$ cat config.mk
export PLATFORM = sky130hd
export DESIGN_NAME = encoder16to4_seq
export DESIGN_NICKNAME = d
export VERILOG_FILES = /design/src/rtl/encoder_pkg.sv /design/src/rtl/prio_find16.sv /design/src/rtl/encoder16to4_seq.sv
export SDC_FILE = /design/constraint.sdc
export NUM_CORES = 1
export LEC_CHECK = 0
export BUFFER_PORTS_ARGS = -buffer_cell sky130_fd_sc_hd__buf_4
export CAP_MARGIN = 20
export CORE_ASPECT_RATIO = 0.75
export CORE_MARGIN = 4
export CORE_UTILIZATION = 34
export DETAILED_ROUTE_END_ITERATION = 10
export MAX_ROUTING_LAYER = met4
export PLACE_DENSITY = 0.51
export SKIP_CTS_REPAIR_TIMING = 1
export SYNTH_ARGS = -nofsm -noshare
export SYNTH_HDL_FRONTEND = slang
export SYNTH_SLANG_ARGS = --single-unit
$ cat constraint.sdc
create_clock -name clk -period 3.95 [get_ports clk]
set_clock_uncertainty 0.2 [all_clocks]
set_input_delay 0.395 -clock clk [delete_from_list [all_inputs] [get_ports clk]]
set_output_delay 0.395 -clock clk [all_outputs]
set_load 0.01 [all_outputs]
$ cat src/rtl/encoder_pkg.sv
`default_nettype none
// encoder_pkg: shared state encoding, widths and popcount helper for encoder16to4_seq.
// Revision 1.0
package encoder_pkg;

  typedef enum logic {IDLE = 1'b0, SCAN = 1'b1} state_t;

  localparam int N_LINES = 16;
  localparam int IDX_W   = 4;
  localparam int CNT_W   = 5;

  function automatic logic [CNT_W-1:0] popcount(input logic [N_LINES-1:0] v);
    logic [CNT_W-1:0] c;
    c = '0;
    for (int i = 0; i < N_LINES; i++) begin
      c = c + CNT_W'(v[i]);
    end
    return c;
  endfunction

endpackage
`default_nettype wire

$ cat src/rtl/prio_find16.sv
`default_nettype none
// prio_find16: combinational set-bit finder; idx is the lowest (or highest) set bit of vec.
// Revision 1.0
module prio_find16
  import encoder_pkg::*;
(
  input  logic [N_LINES-1:0] vec,
  input  logic               msb_first,
  output logic [IDX_W-1:0]   idx,
  output logic               one_left
);

  // Later matches overwrite earlier ones, so the scan direction picks the winner.
  always_comb begin
    idx = '0;
    if (msb_first) begin
      for (int i = 0; i < N_LINES; i++) begin
        if (vec[i]) idx = IDX_W'(i);
      end
    end else begin
      for (int i = N_LINES - 1; i >= 0; i--) begin
        if (vec[i]) idx = IDX_W'(i);
      end
    end
  end

  assign one_left = (vec != '0) && ((vec & (vec - N_LINES'(1))) == '0);

endmodule
`default_nettype wire

$ cat src/rtl/encoder16to4_seq.sv
`default_nettype none
// encoder16to4_seq: serialises a multi-hot 16-bit vector into one 4-bit index beat per set bit.
// Revision 1.0
module encoder16to4_seq
  import encoder_pkg::*;
#(
  parameter int LSB_FIRST = 1
) (
  input  logic               clk,
  input  logic               rst_n,
  input  logic               enable,
  input  logic               in_valid,
  output logic               in_ready,
  input  logic [N_LINES-1:0] D,
  output logic               out_valid,
  input  logic               out_ready,
  output logic [IDX_W-1:0]   A,
  output logic               last,
  output logic               zero,
  output logic [CNT_W-1:0]   cnt
);

  state_t             state, state_nxt;
  logic [N_LINES-1:0] pend;
  logic [N_LINES-1:0] pend_clr;
  logic [N_LINES-1:0] find_vec;
  logic [IDX_W-1:0]   find_idx;
  logic               find_one;
  logic               msb_first;
  logic               accept;
  logic               beat_done;

  assign msb_first = (LSB_FIRST == 0);
  assign in_ready  = rst_n && enable && (state == IDLE);
  assign accept    = in_valid && in_ready;
  assign beat_done = out_valid && out_ready;
  assign pend_clr  = pend & ~(N_LINES'(1) << A);

  // One finder serves both the incoming vector and the post-beat remainder.
  assign find_vec  = (state == IDLE) ? D : pend_clr;

  prio_find16 u_find (
    .vec       (find_vec),
    .msb_first (msb_first),
    .idx       (find_idx),
    .one_left  (find_one)
  );

  always_ff @(posedge clk) begin
    if (!rst_n) state <= IDLE;
    else        state <= state_nxt;
  end

  always_comb begin
    state_nxt = state;
    case (state)
      IDLE:    if (accept) state_nxt = SCAN;
      SCAN:    if (beat_done && last) state_nxt = IDLE;
      default: state_nxt = IDLE;
    endcase
  end

  always_ff @(posedge clk) begin
    if (!rst_n) begin
      pend      <= '0;
      out_valid <= 1'b0;
      A         <= '0;
      last      <= 1'b0;
      zero      <= 1'b0;
      cnt       <= '0;
    end else if (accept) begin
      pend      <= D;
      cnt       <= popcount(D);
      zero      <= (D == '0);
      A         <= find_idx;
      last      <= find_one || (D == '0);
      out_valid <= 1'b1;
    end else if (beat_done) begin
      pend <= pend_clr;
      if (last) begin
        out_valid <= 1'b0;
      end else begin
        A    <= find_idx;
        last <= find_one;
      end
    end
  end

endmodule
`default_nettype wire

==> metrics.txt <==
post-synth top area share 24.1%; DP Worst Slack -4.73 ps; final wirelength 8.05 mm; total clock sinks 29; Syn Inst Count 314; antenna-violating nets left 0; layout cells sized above 1 18.6%; WL/cell 18.0 microns; Initial Util 35.1%; sequential fraction of the synthesis area around 24%; combinational share of power between 30% and 40%; core box area 6860 sq um; Post-Syn Area 2410 sq um; HPWL Detailed roughly 6.2 mm; GRT Residual Overflow 0; area leader, netlist dfxtp_1; Syn Area/Cell 7.68 sq um; Antenna Cells 0; initial DRC count between 200 and 250; number of buffers created by CTS 5; slew margin rel. 46.3%; Max IR drop VDD 0.186 mV; most used cell, CP fa_1; power per cell area 354 nW/um^2; worst path bufs/invs 4; worst skew pair latency 280 ps; Worst setup SP type primary input; Crit path largest cell delay 530 ps; power share of the clock group 31.7%; Worst EP arrival between 3000 and 4000 ps; CP top delay family adder cells; achievable frequency 275 MHz; via count 2519; GPL Wtd Cong 0.864; flops & latches, synth 29; synth top area cells dfxtp_1, fa_1, nand2_1; Syn. warnings 0; HP Class in2reg; Synthesized Nets 351; Final Util 42.2%; DRC viols 0; Yosys cell types 61; Int Power 0.678 mW; global-route wire length before repair between 10 and 15 mm; Max-cap violations 0; Initial DRT Pass Iterations 5; sw frac between 30% and 40%; critical path endpoint category flip-flop; crit path time final 3640 ps; Die ar. 8520 sq um; Die Wd 105 microns; Synth Flop Type dfxtp_1; RSZ-0062 raised after global routing false; Pins Over Slew Limit 0; DR vias/cell 5.64; final setup margin around 310 ps; vias in the first global route 2393; EDFF count, synth 0; Rows 26; Port Buffer Count 33; CTS clk-pin slew, worst paths 70 ps; chip height around 81 microns; Max clock buf depth 2; Least-Margin Pin Slew 801 ps; CP max-delay cell fa_1; initial antenna violation count 0; H-Tree Depth 2; FFs w/ async S/R, synth 0%; status complete, no violations; Final #Nets 385; Syn-to-layout area delta 20.1%; Net Switching approximately 0.35 mW; Fin. Hold Viols 0; all-layer global routing usage 20.2%; Final period util between 90 and 100%; WS Path Type in2reg; pin count of the biggest net entering global routing 36; Leak 1.12 nW; Flop pwr share 31.4%; crit-path cells buf_4 -> fa_1 -> inv_1 -> fa_1 -> fa_1 -> fa_1 -> inv_1 -> ha_1 -> inv_1 -> fa_1 -> nor2b_1 -> nor3_1 -> a21oi_1 -> nor2_1; fillers 730; CP required 3900 ps; I/O pin cnt 34; Root Buffer clkbuf_8; Crit Path Max Fanout 4; Setup Viol. Count Final 0; CTS tree built
## synthesized netlist by cell type (all sizes together), types with 7 or more instances
master	n
nor3	9
clkbuf	8
fa	10
o211ai	22
dfxtp	29
o21ai	12
nor2b	7
nor2	20
inv	23
nand2	45
a21oi	33
buf	9
nand3	8
## layer usage
layer,part of all wire (%),vias up,GRT usage (%)
met5,0,-,-
met4,1.4,0,4.72
met3,7.8,15,3.81
met2,40,93,27.5
met1,51,1190,30.1
li1,-,1221,-
## metrics by stage
step / TNS [ps] / power (mW) / instances / hold slack (ps) / area (sq um)
3_5_place_dp: -4.73 / 0.702 / 439 / 250 / 2780
2_1_floorplan: 0 / 0.577 / 314 / 271 / 2410
6_report: 0 / 1.03 / 447 / 181 / 2900
5_1_grt: 0 / 1.10 / 447 / 178 / 2900
4_1_cts: 0 / 1.03 / 447 / 180 / 2900
3_3_place_gp: 0 / 0.704 / 439 / 243 / 2780
## state kept, by name (all words and copies together) (netlist names)
signal and cells:
pend 16, cnt 5, A 4, last 1, out_valid 1, state 1
zero 1
## final timing paths
kind                       startpoint  cells past startpoint  slack, ps                endpoint
setup / recovery                 D[0]                     14        310     cnt[2]$_SDFFE_PN0P_
hold / removal                  rst_n                      3        180  out_valid$_SDFFE_PN0P_
setup reg to reg    A[1]$_SDFFE_PN0P_                      7        900       last$_SDFFE_PN0P_
hold reg to reg   cnt[4]$_SDFFE_PN0P_                      2        260     cnt[4]$_SDFFE_PN0P_
## power groups by stage
stage | clock network (mW) | logic, mW | registers [mW]
6_report | 0.326 | 0.379 | 0.322
3_3_place_gp | 0 | 0.375 | 0.329
5_1_grt | 0.349 | 0.425 | 0.324
2_1_floorplan | 0 | 0.251 | 0.326
4_1_cts | 0.333 | 0.378 | 0.322
3_5_place_dp | 0 | 0.374 | 0.329
## area by class of cell
type / count / area, sq um / area share (%)
Sequential cell: 29 / 581 / 20.0
Tap cell: 98 / 123 / 4.23
Clock buffer: 6 / 82.6 / 2.85
Inverter: 25 / 93.8 / 3.24
Clock inverter: 2 / 37.5 / 1.30
Multi-Input combinational cell: 243 / 1650 / 57.0
Timing Repair Buffer: 44 / 330 / 11.4
## logic make-up after synthesis
group                    Yosys count  synth area share (%)
buffers and inverters             42                  7.52
multiplexers                       1                 0.415
XOR/XNOR                           1                 0.363
adder cells (fa/ha/maj)           17                  11.9
flip-flops                        29                  24.1
AO/OA/AOI/OAI                    110                  31.0
AND/OR/NAND/NOR                  114                  24.7
## worst reg2reg max path, cell delays in order, from the launching register on
cell and delay [ps]:
dfxtp_1 750, nand2b_1 390, o21ai_0 230, a31oi_1 450, nor3b_1 180, nor3b_1 310, o2111ai_1 180, a221oi_2 260
## placed cells by master (no fill, tap or decap), types with 2 or more instances in the layout
master | Yosys | layout
inv_1 | 23 | 23
nand4_1 | 2 | 2
buf_4 | 1 | 44
o22ai_1 | 6 | 6
o211a_1 | 2 | 2
and2_1 | 3 | 3
o2111ai_1 | 2 | 2
a21o_1 | 2 | 2
nor2_1 | 20 | 20
or2_2 | 2 | 2
nor3_1 | 8 | 8
nand2_1 | 45 | 45
dfxtp_1 | 29 | 29
nand2b_1 | 3 | 3
nor4b_1 | 2 | 2
nor3b_1 | 2 | 2
o211ai_1 | 22 | 22
o311ai_0 | 4 | 4
o31ai_1 | 2 | 2
nor2b_1 | 7 | 7
a211oi_1 | 2 | 2
ha_1 | 6 | 6
fa_1 | 10 | 10
clkbuf_8 | 0 | 6
a21oi_1 | 33 | 33
clkinv_1 | 2 | 2
a22oi_1 | 4 | 4
nand3_1 | 8 | 8
o221ai_1 | 3 | 3
o21ai_0 | 12 | 12
nor4bb_1 | 2 | 2
a31oi_1 | 3 | 3
Power figures use the tool's default switching activity.
